===== src/rtl/sample_pack.sv =====
// Purpose: packs RATIO consecutive IN_W-bit samples into one IN_W*RATIO-bit word.
// Latency: the word appears 1 cycle after its last sample is accepted.
// Backpressure: the input never stalls; a word that completes while the previous one is still held is dropped and sets sticky overflow.
//
// Ports:
//   clk, resetn          rising-edge clock; asynchronous active-low reset
//   in_data/in_valid     one sample accepted per cycle with in_valid=1
//   in_sync              frame marker, the sample on this cycle goes to slot 0
//   out_data/out_valid   packed word; out_ready completes the handshake
//   overflow / ovf_clr   sticky drop flag; synchronous clear (a same-cycle drop wins)
//   ovf_count            16-bit saturating drop count, only present with SAMPLE_PACK_OVF_CNT_EN
//
// Optional feature macro: SAMPLE_PACK_OVF_CNT_EN
module sample_pack #(
  parameter int IN_W      = 16,
  parameter int RATIO     = 2,
  parameter int LSB_FIRST = 1
) (
  input  logic                  clk,
  input  logic                  resetn,
  input  logic [IN_W-1:0]       in_data,
  input  logic                  in_valid,
  input  logic                  in_sync,
  output logic [IN_W*RATIO-1:0] out_data,
  output logic                  out_valid,
  input  logic                  out_ready,
  output logic                  overflow,
  input  logic                  ovf_clr
`ifdef SAMPLE_PACK_OVF_CNT_EN
  ,
  output logic [15:0]           ovf_count
`endif
);

  localparam int W     = IN_W * RATIO;
  localparam int CNT_W = (RATIO > 1) ? $clog2(RATIO) : 1;
  localparam logic [CNT_W-1:0] LAST_SLOT = CNT_W'(RATIO - 1);

  logic [CNT_W-1:0] slot_q;
  logic [CNT_W-1:0] slot;
  logic [CNT_W-1:0] slot_d;
  logic [W-1:0]     asm_q;
  logic [W-1:0]     asm_next;
  logic             complete;
  logic             load;
  logic             drop;

  // in_sync forces the current sample into slot 0. This restarts the frame,
  // so the partial word is discarded without clearing the register.
  always_comb begin
    slot = in_sync ? '0 : slot_q;
  end

  assign complete = in_valid && (slot == LAST_SLOT);
  assign load     = complete && (!out_valid || out_ready);
  assign drop     = complete && out_valid && !out_ready;

  always_comb begin
    slot_d = slot_q;
    if (in_valid) begin
      if (complete) begin
        slot_d = '0;
      end else begin
        slot_d = slot + CNT_W'(1);
      end
    end
  end

  // The slot-to-field mapping is fixed at elaboration time. The completed word
  // is taken from asm_next, so the last sample is captured without extra delay.
  always_comb begin
    asm_next = asm_q;
    if (in_valid) begin
      for (int i = 0; i < RATIO; i++) begin
        if (slot == CNT_W'(i)) begin
          asm_next[((LSB_FIRST != 0) ? i : (RATIO - 1 - i)) * IN_W +: IN_W] = in_data;
        end
      end
    end
  end

  always_ff @(posedge clk or negedge resetn) begin
    if (!resetn) begin
      slot_q <= '0;
      asm_q  <= '0;
    end else begin
      slot_q <= slot_d;
      asm_q  <= asm_next;
    end
  end

  // Output holding register. A completion during a handshake replaces the
  // word and keeps out_valid high.
  always_ff @(posedge clk or negedge resetn) begin
    if (!resetn) begin
      out_data  <= '0;
      out_valid <= 1'b0;
    end else if (load) begin
      out_data  <= asm_next;
      out_valid <= 1'b1;
    end else if (out_valid && out_ready) begin
      out_valid <= 1'b0;
    end
  end

  always_ff @(posedge clk or negedge resetn) begin
    if (!resetn) begin
      overflow <= 1'b0;
    end else if (drop) begin
      overflow <= 1'b1;
    end else if (ovf_clr) begin
      overflow <= 1'b0;
    end
  end

`ifdef SAMPLE_PACK_OVF_CNT_EN
  // If a clear and a drop happen together, the count restarts at 1.
  always_ff @(posedge clk or negedge resetn) begin
    if (!resetn) begin
      ovf_count <= '0;
    end else if (drop) begin
      if (ovf_clr) begin
        ovf_count <= 16'd1;
      end else if (ovf_count != 16'hFFFF) begin
        ovf_count <= ovf_count + 16'd1;
      end
    end else if (ovf_clr) begin
      ovf_count <= '0;
    end
  end
`endif

endmodule


===== config.mk =====
export PLATFORM = sky130hd
export DESIGN_NAME = sample_pack
export DESIGN_NICKNAME = d
export VERILOG_FILES = /design/src/rtl/sample_pack.sv
export SDC_FILE = /design/constraint.sdc
export NUM_CORES = 1
export LEC_CHECK = 0
export ABC_AREA = 1
export BUFFER_PORTS_ARGS = -buffer_cell sky130_fd_sc_hd__buf_2
export CORE_MARGIN = 4
export CORE_UTILIZATION = 51
export CTS_CLUSTER_DIAMETER = 30
export DETAILED_ROUTE_END_ITERATION = 10
export PLACE_DENSITY = 0.86
export SYNTH_ARGS = -nofsm -noshare
export SYNTH_HDL_FRONTEND = slang
export SYNTH_SLANG_ARGS = --single-unit

===== constraint.sdc =====
create_clock -name clk -period 1.42 [get_ports clk]
set_clock_uncertainty 0.2 [all_clocks]
set_input_delay 0.071 -clock clk [delete_from_list [all_inputs] [get_ports clk]]
set_output_delay 0.071 -clock clk [all_outputs]
set_load 0.01 [all_outputs]

Word level (Yosys, flattened, before mapping)
Cells that the tools add are included.
- bits in registers: 67
- latch bits: 0
- memory bits (writable): 0
- bits in read-only memories: 0
- input bits: 22
- output and inout bits: 34
- word-level logic and storage cells: 25
- memories kept: 0
- add/subtract/negate cells: 1
- multipliers: 0
- div/mod/pow operators: 0
- order comparisons: 0
- equal/unequal tests: 0
- shift operators: 0
- multiplexer cells: 9
- bitwise gates (word level): 0
- reduce and logical (&&, ||, !) cells: 10
- operators by type and width (cell ; number):
    $mux W16 ; 2
    $mux W32 ; 1
    $mux W1 ; 6
    $logic_and A1 B1 Y1 ; 5
    $reduce_bool A2 Y1 ; 2
    $logic_not A1 Y1 ; 2
    $add A1 B1 Y1 const B ; 1
    $logic_or A1 B1 Y1 ; 1

Logic depth before layout (Yosys ltp)
- depth after elaboration: 5
- mapped depth: 7
- depth with buffers taken out: 6

Least setup slack after synthesis
OpenSTA, ideal clock, no wires.
- path kind: register -> register
- start point: register slot_q
- end point: register asm_q[10]
- data arrival time: 0.982 ns
- required time: 1.101 ns
- path slack: 0.119 ns
- cell stages (with the launch flop): 5
- clock period less this slack: 1.301 ns
- cells stage by stage: dfrtp_1 > nand2_2 > buf_2 > nand3_1 > and2_1
- word-level cells in the longest chain between the ends: 3
- ends and longest elaborated chain (item ; line ; RTL):
    start, declared ; 39 ; logic [CNT_W-1:0] slot_q;
    start signal, assigned ; 87 ; slot_q <= slot_d;
    $mux W1 ; 51 ; slot = in_sync ? '0 : slot_q;
    $mux W16 ; 75 ; if (slot == CNT_W'(i)) begin
    $mux W32 ; 73 ; if (in_valid) begin
    via asm_next[10] ; 43 ; logic [W-1:0] asm_next;
    end signal, assigned ; 88 ; asm_q <= asm_next;
    end, declared ; 42 ; logic [W-1:0] asm_q;
The timed path passes the listed nets, and every way through them passes these cells.
A chain may end at the register's enable or synchronous reset.

Worst setup path after layout
- start point: input port in_valid
- end point: register out_data[10]
- word-level cells in the longest chain between the ends: 2
- elaborated cells between the ends (all ways): 3
- ends and longest elaborated chain (item ; line ; RTL):
    start, declared ; 22 ; input logic in_valid,
    $logic_and A1 B1 Y1 ; 54 ; assign complete = in_valid && (slot == LAST_SLOT);
    $logic_and A1 B1 Y1 ; 55 ; assign load = complete && (!out_valid || out_ready);
    end signal, assigned ; 99 ; out_data <= asm_next;
    end, declared ; 24 ; output logic [IN_W*RATIO-1:0] out_data,
Several ways; a longest one is shown, not always the timed one.

==> qor.csv <==
metric,value,unit
drtIter0Drc,132,
dieArea,5389,um^2
layout_commonest_cell,nand2_1,
fin_ws,0.04505,ns
die_h,73.41,um
track_usage,20.26,%
synth.distinct_cells,16,
ioPinCount,56,
grt_pass1_wl,8321,um
r2r_end,out_data[10],
portBuffers,55,
crit_slowest_cell,dlygate4sd3_1,
maxSlewViolCount,0,
hold_buffers,20,
final_area,2854,um^2
ff2ff_path_depth,6,
synth.area.top_cells,"dfrtp_1, nand2_1, nand3_1",
slowest_delay,0.56,ns
via_per_inst,4.719,
diodes,0,
grt_antenna_before_repair,0,
slew-limit-headroom,82.49,%
cp_num_buf_inv,4,
final-instance-count-excl-fill,384,
final_cell_mix,"nand2_1, buf_2, dfrtp_1",
arrival,1.37,ns
routed_wl,4853,um
vias,1812,
drc,0,
clockRootBuffer,clkbuf_8,
min_period,1.375,ns
dpl_cell_area,2541,um^2
setup_viol,0,
clk_pin_slew,0.08,ns
seq_area_frac_synth,58.49,%
cp.required,1.42,ns
max_freq,727.3,MHz
finalCritPeriodShare,96.83,%
worst_slew_pin_slew,0.2626,ns
crit_end,out_data[10],
holdWs,-0.03657,ns
floorplan.initialDensity,53.78,%
startpoint_type,input pin,
path_class,in -> reg,
yosysTopAreaCell,dfrtp_1,
status,finished with violations,
cts_buffers,5,
htreeDepth,2,
synth_area,2182,um^2
nFillCells,304,
layout.nets,355,
drt-pass1-iter-count,4,
finalHoldViolations,1,
worstSetupEndpointType,flop,
power_density,1284,nW/um^2
grt-ovfl-total,0,
crit_path_max_fanout,25,
path_cells,"dlygate4sd3_1, buf_6, nand3_4, nor2_4, inv_2, buf_12, nand2_1, nand2_1",
r2r_slack,0.05,ns
path_delay_family,buffers and inverters,
synth_nets,273,
synth_top_area_share,58.49,%
cap_violations,0,
hpwl,3288,um
grt_pass1_vias,1856,
ant_nets,0,
max-vdd-ir-drop,727.1,uV
synth_cells,251,
final_layout_size_suffix_gt1_share,23.65,%
leakage,1.624,nW
core_area,4058,um^2
floorplan.rows,23,
hold_class,in -> reg,
cts_sinks,51,
crit_top_cell,nand2_1,
insertion_delay,0.30,ns
die_x,73.41,um
startpoint,in_valid,
gp_congestion,0.7825,
cp_num_cells,8,
yosysWarnings,0,
timing.rr.start,slot_q,
rsz0062_at_grt,true,
violations,hold timing,
placed_cells,354,
grt_start_max_net_pins,52,
syn2layout_area_growth,30.79,%
wl_per_cell,12.64,um
cts_tree,built,
ys_seq_elements,51,
total_power,3.664,mW
preCtsSetupSlack,0.02037,ns
avgSynthCellArea,8.694,um^2
cts.path.max_buffers,2,
## Yosys cell counts (all sizes together)
master  instances
dfrtp          51
nand2          99
buf             9
and2           16
clkbuf          2
inv            37
nand3          33
o22ai           1
nor2            2
o21a            1
## cell families after synthesis
group / synth area share (%)
AOI/OAI and AO/OA: 0.6310
buffers and inverters: 10.21
DFF: 58.49
and+or+nand+nor: 30.68
## layout make-up
class / count / area (um^2) / share of cell area, %
repair buffers: 86 / 601.8 / 21.09
multi-input cells: 152 / 693.2 / 24.29
flip-flops and latches: 51 / 1276 / 44.72
inverters: 37 / 138.9 / 4.866
clock inverters: 1 / 5.005 / 0.1754
well taps: 50 / 62.56 / 2.192
clock buffers: 7 / 76.32 / 2.674
## routing by layer
| layer | track usage (%) | part of all wire [%] | vias up |
|---|---|---|---|
| li1 | - | - | 911 |
| met1 | 26.17 | 43 | 832 |
| met2 | 33.17 | 49 | 61 |
| met3 | 5.335 | 7.2 | 8 |
| met4 | 6.841 | 1.5 | 0 |
| met5 | 0 | 0 | - |
## flip-flops by register name, summed over array words and instances, names as in the netlist
signal / cells
asm_q: 16
out_valid: 1
out_data: 32
overflow: 1
slot_q: 1
## metrics by stage
| stage | utilization [%] | TNS (ns) |
|---|---|---|
| floorplan | - | 0 |
| global placement | 62.63 | 0 |
| detailed placement | 62.63 | 0 |
| CTS | 69.57 | 0 |
| global route | 70.34 | -0.5421 |
| finish | 70.34 | 0 |
## repair_timing
item / 4_1_cts / 5_1_grt
hold endpoints to repair: 102 / 1
gates resized for setup: 0 / 5
setup buffers: 0 / 2
setup endpoints to repair: 0 / 48
## power breakdown
part	switching, mW	leakage [nW]	total, mW	internal [mW]
clock network	0.448	0.0422	0.795	0.347
registers	0.143	0.606	1.89	1.75
logic	0.544	0.975	0.975	0.431
## tightest hold or removal path: stages
cell	delay (ns)
buf_2	0.08
inv_1	0.07
nand3_4	0.09
o21a_1	0.12
## worst min-delay path by stage
| stage | from | to | slack (ns) | cells past startpoint |
|---|---|---|---|---|
| 2_1_floorplan | resetn | asm_q[0] | -0.42 | 0 |
| 3_3_place_gp | resetn | out_data[7] | -0.12 | 2 |
| 3_5_place_dp | resetn | out_data[9] | -0.12 | 2 |
| 4_1_cts | in_sync | out_valid | -0.09 | 4 |
| 5_1_grt | in_sync | slot_q | -0.03 | 4 |
| 6_report | in_sync | slot_q | -0.04 | 4 |
Note: power is estimated with default switching activity, not from simulation.
